`src/rtl/lean_pkg.sv`:
```
// Shared state/mode types and default constants for lean_profile_gen.
// Checker logic in the top level is built only when LEAN_CHECK_EN is defined.
package lean_pkg;

    typedef enum logic [2:0] {
        S_IDLE,
        S_SETTLE,
        S_RAMP_UP,
        S_RETURN,
        S_RAMP_DN,
        S_FIN
    } leanState_e;

    typedef enum logic [1:0] {
        MODE_UP   = 2'd0,
        MODE_DN   = 2'd1,
        MODE_BOTH = 2'd2
    } leanMode_e;

    localparam int          DEFAULT_STEP = 1000;
    localparam logic [15:0] DEFAULT_TOL  = 16'h1000;

    // The reserved encoding 3 plays the full up-then-down profile.
    function automatic leanMode_e decodeMode(input logic [1:0] raw);
        leanMode_e m;
        case (raw)
            2'd0:    m = MODE_UP;
            2'd1:    m = MODE_DN;
            default: m = MODE_BOTH;
        endcase
        return m;
    endfunction

endpackage

```
`src/rtl/abs_sat.sv`:
```
// Saturating absolute value of a signed word; the most-negative input maps
// to the largest positive value instead of wrapping back to itself.
module abs_sat #(
    parameter int MON_W = 16
) (
    input  logic signed [MON_W-1:0] x_i,
    output logic        [MON_W-1:0] abs_o
);

    localparam logic [MON_W-1:0] MOST_NEG = {1'b1, {(MON_W-1){1'b0}}};
    localparam logic [MON_W-1:0] POS_MAX  = {1'b0, {(MON_W-1){1'b1}}};

    always_comb begin
        abs_o = $unsigned(x_i);
        if ($unsigned(x_i) == MOST_NEG) begin
            abs_o = POS_MAX;
        end else if (x_i[MON_W-1]) begin
            abs_o = $unsigned(-x_i);
        end
    end

endmodule

```
`src/rtl/lean_profile_gen.sv`:
```
// Rider-lean staircase sequencer with zero-lean balance checks on the mon channels.
// Define LEAN_CHECK_EN to build the checker; otherwise fail/fail_chan are tied low.
module lean_profile_gen
    import lean_pkg::*;
#(
    parameter int               LEAN_W    = 14,
    parameter int               STEP_SIZE = DEFAULT_STEP,
    parameter int               NUM_STEPS = 8,
    parameter int               DWELL_W   = 20,
    parameter int               NUM_MON   = 3,
    parameter int               MON_W     = 16,
    parameter logic [MON_W-1:0] TOL       = MON_W'(DEFAULT_TOL)
) (
    input  logic                      clk,
    input  logic                      rst,
    input  logic                      start,
    input  logic                      abort,
    input  logic [1:0]                mode,
    input  logic [DWELL_W-1:0]        dwell,
    input  logic [NUM_MON*MON_W-1:0]  mon,
    output logic signed [LEAN_W-1:0]  lean,
    output logic [4:0]                step_idx,
    output logic                      step_strobe,
    output logic                      busy,
    output logic                      done,
    output logic                      fail,
    output logic [NUM_MON-1:0]        fail_chan
);

    localparam int PW = LEAN_W + 8;
    localparam logic signed [PW-1:0] LEAN_MAX = PW'((64'sd1 <<< (LEAN_W - 1)) - 64'sd1);
    localparam logic signed [PW-1:0] LEAN_MIN = ~LEAN_MAX;

    leanState_e         state_q, state_d;
    leanMode_e          mode_q, mode_d;
    logic [DWELL_W-1:0] dwellLen_q, dwellLen_d;
    logic [DWELL_W-1:0] dwellCnt_q, dwellCnt_d;
    logic [4:0]         stepIdx_q, stepIdx_d;

    logic               inPhase;
    logic               phaseLast;
    logic               lastStep;
    logic               zeroCheck;
    logic               clearFail;
    logic [PW-1:0]      leanMag;
    logic signed [PW-1:0] leanProd;

    assign inPhase   = (state_q == S_SETTLE) || (state_q == S_RAMP_UP) ||
                       (state_q == S_RETURN) || (state_q == S_RAMP_DN);
    assign phaseLast = inPhase && (dwellCnt_q == (dwellLen_q - DWELL_W'(1)));
    assign lastStep  = (stepIdx_q == 5'(NUM_STEPS));
    assign zeroCheck = phaseLast && ((state_q == S_SETTLE) || (state_q == S_RETURN));

    always_ff @(posedge clk) begin
        if (rst) begin
            state_q    <= S_IDLE;
            mode_q     <= MODE_BOTH;
            dwellLen_q <= DWELL_W'(1);
            dwellCnt_q <= '0;
            stepIdx_q  <= '0;
        end else begin
            state_q    <= state_d;
            mode_q     <= mode_d;
            dwellLen_q <= dwellLen_d;
            dwellCnt_q <= dwellCnt_d;
            stepIdx_q  <= stepIdx_d;
        end
    end

    // Abort overrides everything except reset; a start seen together with abort is dropped.
    always_comb begin
        state_d    = state_q;
        mode_d     = mode_q;
        dwellLen_d = dwellLen_q;
        dwellCnt_d = dwellCnt_q;
        stepIdx_d  = stepIdx_q;
        clearFail  = 1'b0;

        if (abort) begin
            state_d    = S_IDLE;
            dwellCnt_d = '0;
            stepIdx_d  = '0;
        end else begin
            if (inPhase) begin
                dwellCnt_d = phaseLast ? '0 : dwellCnt_q + DWELL_W'(1);
            end
            unique case (state_q)
                S_IDLE: begin
                    if (start) begin
                        state_d    = S_SETTLE;
                        mode_d     = decodeMode(mode);
                        dwellLen_d = (dwell == '0) ? DWELL_W'(1) : dwell;
                        dwellCnt_d = '0;
                        stepIdx_d  = '0;
                        clearFail  = 1'b1;
                    end
                end
                S_SETTLE: begin
                    if (phaseLast) begin
                        stepIdx_d = 5'd1;
                        state_d   = (mode_q == MODE_DN) ? S_RAMP_DN : S_RAMP_UP;
                    end
                end
                S_RAMP_UP: begin
                    if (phaseLast) begin
                        if (!lastStep) begin
                            stepIdx_d = stepIdx_q + 5'd1;
                        end else begin
                            stepIdx_d = '0;
                            state_d   = (mode_q == MODE_BOTH) ? S_RETURN : S_FIN;
                        end
                    end
                end
                S_RETURN: begin
                    if (phaseLast) begin
                        stepIdx_d = 5'd1;
                        state_d   = S_RAMP_DN;
                    end
                end
                S_RAMP_DN: begin
                    if (phaseLast) begin
                        if (!lastStep) begin
                            stepIdx_d = stepIdx_q + 5'd1;
                        end else begin
                            stepIdx_d = '0;
                            state_d   = S_FIN;
                        end
                    end
                end
                S_FIN: begin
                    state_d = S_IDLE;
                end
                default: begin
                    state_d = S_IDLE;
                end
            endcase
        end
    end

    // Lean is formed at LEAN_W+8 bits so large steps clip instead of wrapping.
    always_comb begin
        leanMag  = PW'(stepIdx_q) * PW'(STEP_SIZE);
        leanProd = (state_q == S_RAMP_DN) ? -$signed(leanMag) : $signed(leanMag);
        if ((state_q != S_RAMP_UP) && (state_q != S_RAMP_DN)) begin
            lean = '0;
        end else if (leanProd > LEAN_MAX) begin
            lean = LEAN_MAX[LEAN_W-1:0];
        end else if (leanProd < LEAN_MIN) begin
            lean = LEAN_MIN[LEAN_W-1:0];
        end else begin
            lean = leanProd[LEAN_W-1:0];
        end
    end

    assign step_idx    = stepIdx_q;
    assign step_strobe = phaseLast;
    assign busy        = inPhase;
    assign done        = (state_q == S_FIN);

`ifdef LEAN_CHECK_EN
    logic [NUM_MON-1:0] failChan_q, failChan_d;
    logic [NUM_MON-1:0] overTol;

    for (genvar g = 0; g < NUM_MON; g++) begin : g_chk
        logic [MON_W-1:0] magnitude;
        abs_sat #(.MON_W(MON_W)) u_abs (
            .x_i   (mon[g*MON_W +: MON_W]),
            .abs_o (magnitude)
        );
        assign overTol[g] = (magnitude > TOL);
    end

    // Violations accumulate until the next accepted start; abort keeps them.
    always_comb begin
        failChan_d = failChan_q;
        if (clearFail) begin
            failChan_d = '0;
        end else if (!abort && zeroCheck) begin
            failChan_d = failChan_q | overTol;
        end
    end

    always_ff @(posedge clk) begin
        if (rst) begin
            failChan_q <= '0;
        end else begin
            failChan_q <= failChan_d;
        end
    end

    assign fail_chan = failChan_q;
    assign fail      = |failChan_q;
`else
    logic unusedMon;
    assign unusedMon = ^{mon, clearFail, zeroCheck};
    assign fail_chan = '0;
    assign fail      = 1'b0;
`endif

endmodule

```
`config.mk`:
```
export PLATFORM = sky130hd
export DESIGN_NAME = lean_profile_gen
export DESIGN_NICKNAME = d
export VERILOG_FILES = /design/src/rtl/lean_pkg.sv /design/src/rtl/abs_sat.sv /design/src/rtl/lean_profile_gen.sv
export SDC_FILE = /design/constraint.sdc
export NUM_CORES = 1
export LEC_CHECK = 0
export BUFFER_PORTS_ARGS = -buffer_cell sky130_fd_sc_hd__buf_2
export CORE_MARGIN = 3
export CORE_UTILIZATION = 49
export CTS_CLUSTER_SIZE = 8
export DETAILED_ROUTE_END_ITERATION = 10
export PLACE_DENSITY_LB_ADDON = 0.25
export SYNTH_ARGS = -nofsm -noshare
export SYNTH_HDL_FRONTEND = slang
export SYNTH_SLANG_ARGS = --single-unit
```
`constraint.sdc`:
```
create_clock -name clk -period 5.2 [get_ports clk]
set_clock_uncertainty 0.1 [all_clocks]
set_input_delay 1.04 -clock clk [delete_from_list [all_inputs] [get_ports clk]]
set_output_delay 1.04 -clock clk [all_outputs]
set_load 0.02 [all_outputs]
```
==> impl_metrics.ini <==
[run_status]
status = finished, violations left
violations = setup timing

[drt]
wl_per_cell_um = 15.18
drc = 0
drt_iter0_drc = 195
ant_nets = 0
vias = 3894
vias_per_cell = 5.760
drt_pass1_iterations = 5
routed_wl_mm = 10.26

[power]
leakage_nw = 2.107
max-vdd-ir-drop_mv = 0.1026
power.total_mw = 0.7573
powerDensity_mw_per_mm2 = 150.9

[yosys]
synth_area_mm2 = 0.004019
seq_area_frac_synth_pct = 24.91
synth_top_family_by_area = simple AND/OR/NAND/NOR gates
synth-seq-cells = 50
ys_dominant_reg_cell = dfxtp_1
yosys-mux-area-fraction_pct = 1.308
ys_types = 64
ys_warn_count = 0
synth_top_cell_area_share_pct = 24.91
synth.area.top_cells = dfxtp_1 25%, ha_1 8.1%, nand2_1 6.9%, xnor2_1 6.5%, xor2_1 5.7%
synth-compound-area-share_pct = 14.29
synth-simple-area-share_pct = 29.02
synth_fa_ha_area_share_pct = 13.08
synth-xor-area-share_pct = 12.20
syn-instance-count = 504
yosysTopAreaCell = dfxtp_1
syn_area_per_cell_um2 = 7.974
synth_edf_count = 0
ys_async_sr_fraction_pct = 0

[timing]
drv_slew = 0
worstMarginPinSlew_ns = 0.8514
fin_ws_ns = -0.3701
finalHoldViolCount = 0
max_freq_mhz = 179.5
period_needed_ns = 5.570
maxSlewHeadroom_pct = 42.80
rsz0062_at_grt = yes
setup_viol = 14
period_share_pct = 107.1
hold_ws_ns = 0.3751

[clock_tree]
cts_made_buffers = 5
clk_latency_ns = 0.30
clock-sinks = 50
cts_root_buffer = clkbuf_8
clk_path_buf_depth = 2
cts.clk_slew.worst_paths_ns = 0.09
tritoncts = done
hold_buffers = 0
htree_levels = 2

[min_path]
hold_path.class = reg -> reg
hp-start = mode_q[0]
hold_end = mode_q[0]
hold_path_depth = 2

[critical_path]
crit_start = step_idx[4]
reg2reg_from = dwellLen_q[0]
cp-end-kind = output pin
r2r_cells = 10
timing.rr.end = step_idx[0]
cp_data_required_time_ns = 4.06
crit_path_start_kind = flip-flop
critical_path_class = reg -> out
rrSetupSlack_ns = 1.42
cp_data_arrival_time_ns = 4.43
crit_fanout = 4

[global_routing]
grt_pass1_vias = 3462
grt_overflow_total = 0
antenna_found_initial = 0
grt_pass1_wl_mm = 16.55
grt_max_degree = 26
grtUsageTotal_pct = 22.25

[place]
placed_area_mm2 = 0.004658
dpl.hpwl_mm = 7.725
place_congestion = 0.8270
port-buffer-count = 47
dp_cells = 664
dp_worst_setup_slack_ns = -0.2046

[finish]
multi_input_area_mm2 = 0.003137
insertedDiodeCount = 0
regArea_mm2 = 0.001011
fillers = 669
drive_above_1_share_pct = 24.91
final_common_cell = nand2_1
syn_to_final_growth_pct = 24.91
finalNonFillerCells = 676
fin_nets = 683
finalInstanceArea_mm2 = 0.005020
mostFrequentLayoutCells = 72 x nand2_1, 46 x dfxtp_1, 41 x nor2_1

[floorplan]
rows = 32
die-area_mm2 = 0.009325
die_h_um = 96.57
fp.coreArea_mm2 = 0.007848
die_x_um = 96.57
ios = 100
start_util_pct = 51.21

[run]
drv_cap = 0
worst max path at each step:
stage	endpoint	slack, ns	cells after the start
finish	lean[9]	-0.37	15
global route	lean[9]	-0.55	15
CTS	lean[5]	-0.37	18
detailed placement	lean[9]	-0.20	15
global placement	lean[12]	-0.09	15
floorplan	lean[1]	0.0002	15
through the flow:
stage | util, % | setup TNS [ns]
after floorplan | - | 0
after global placement | 59.36 | -0.8247
after detailed placement | 59.36 | -2.338
after CTS | 61.73 | -4.680
after global routing | 63.97 | -6.945
final | 63.97 | -4.566
where the power goes:
part	switching (mW)	internal (mW)
Combinational	0.0739	0.0557
Clock	0.130	0.0924
Sequential	0.0153	0.390
timing repair:
| action | 4_1_cts | 5_1_grt |
|---|---|---|
| setup endpoints to repair | 14 | 14 |
| resized for setup | 24 | 31 |
| setup buffers | 0 | 5 |
| pin swaps | 4 | 6 |
worst max-delay path, cell delays in order (launching register included):
cell	delay, ns
dfxtp_2	0.34
fa_1	0.57
inv_2	0.06
fa_1	0.47
inv_1	0.05
fa_1	0.51
ha_4	0.22
and3_4	0.17
a22o_4	0.25
or3_4	0.33
a22oi_2	0.24
nand4b_1	0.12
and3_4	0.20
buf_6	0.13
o311ai_4	0.28
buf_6	0.16
sequential cells by signal (all words and copies together), names as in the netlist:
| name | flops |
|---|---|
| dwellCnt_q | 20 |
| dwellLen_q | 20 |
| mode_q | 2 |
| state_q | 3 |
| step_idx | 5 |
cell type report:
class,instances,area share [%]
sequential,50,20.14
timing repair buffer,79,11.04
clock inverter,3,0.3240
clock buffer,5,1.371
tap,102,2.542
inverter,26,2.094
multi-input combinational,411,62.49
layer usage:
| metal | vias up | routed length (um) | share of wire (%) | GRT usage [%] |
|---|---|---|---|---|
| met2 | 112 | 4629 | 45 | 34.83 |
| met1 | 1876 | 4976 | 48 | 32.83 |
| met5 | - | 0 | 0 | 0 |
| met3 | 13 | 566 | 5.5 | 3.486 |
| met4 | 0 | 87 | 0.85 | 3.388 |
| li1 | 1893 | - | - | - |
cells in the mapped netlist (all sizes together) (2+ instances only):
master	instances
a22oi	3
o31a	2
a21o	2
o211ai	4
xor2	26
and4	2
nor4	13
nor2b	3
o21bai	2
mux2i	4
buf	10
dfxtp	50
fa	10
or3	8
nor3	8
nand2b	3
or4b	2
nor2	42
a2111oi	2
o21ai	18
and3	8
clkbuf	10
o31ai	4
xnor2	30
o22ai	3
or2	3
nor3b	4
or4	6
o311ai	4
nor4b	3
nand3	19
nand3b	4
inv	26
a21oi	37
nand2	74
nand4	10
and2	6
ha	26
cell families after synthesis:
logic type / Yosys count
flops: 50
compound gates: 91
buf+inv: 46
fa+ha+maj: 36
xor+xnor: 56
other cells: 1
mux: 4
simple gates: 220
Power figures use the tool's default switching activity.
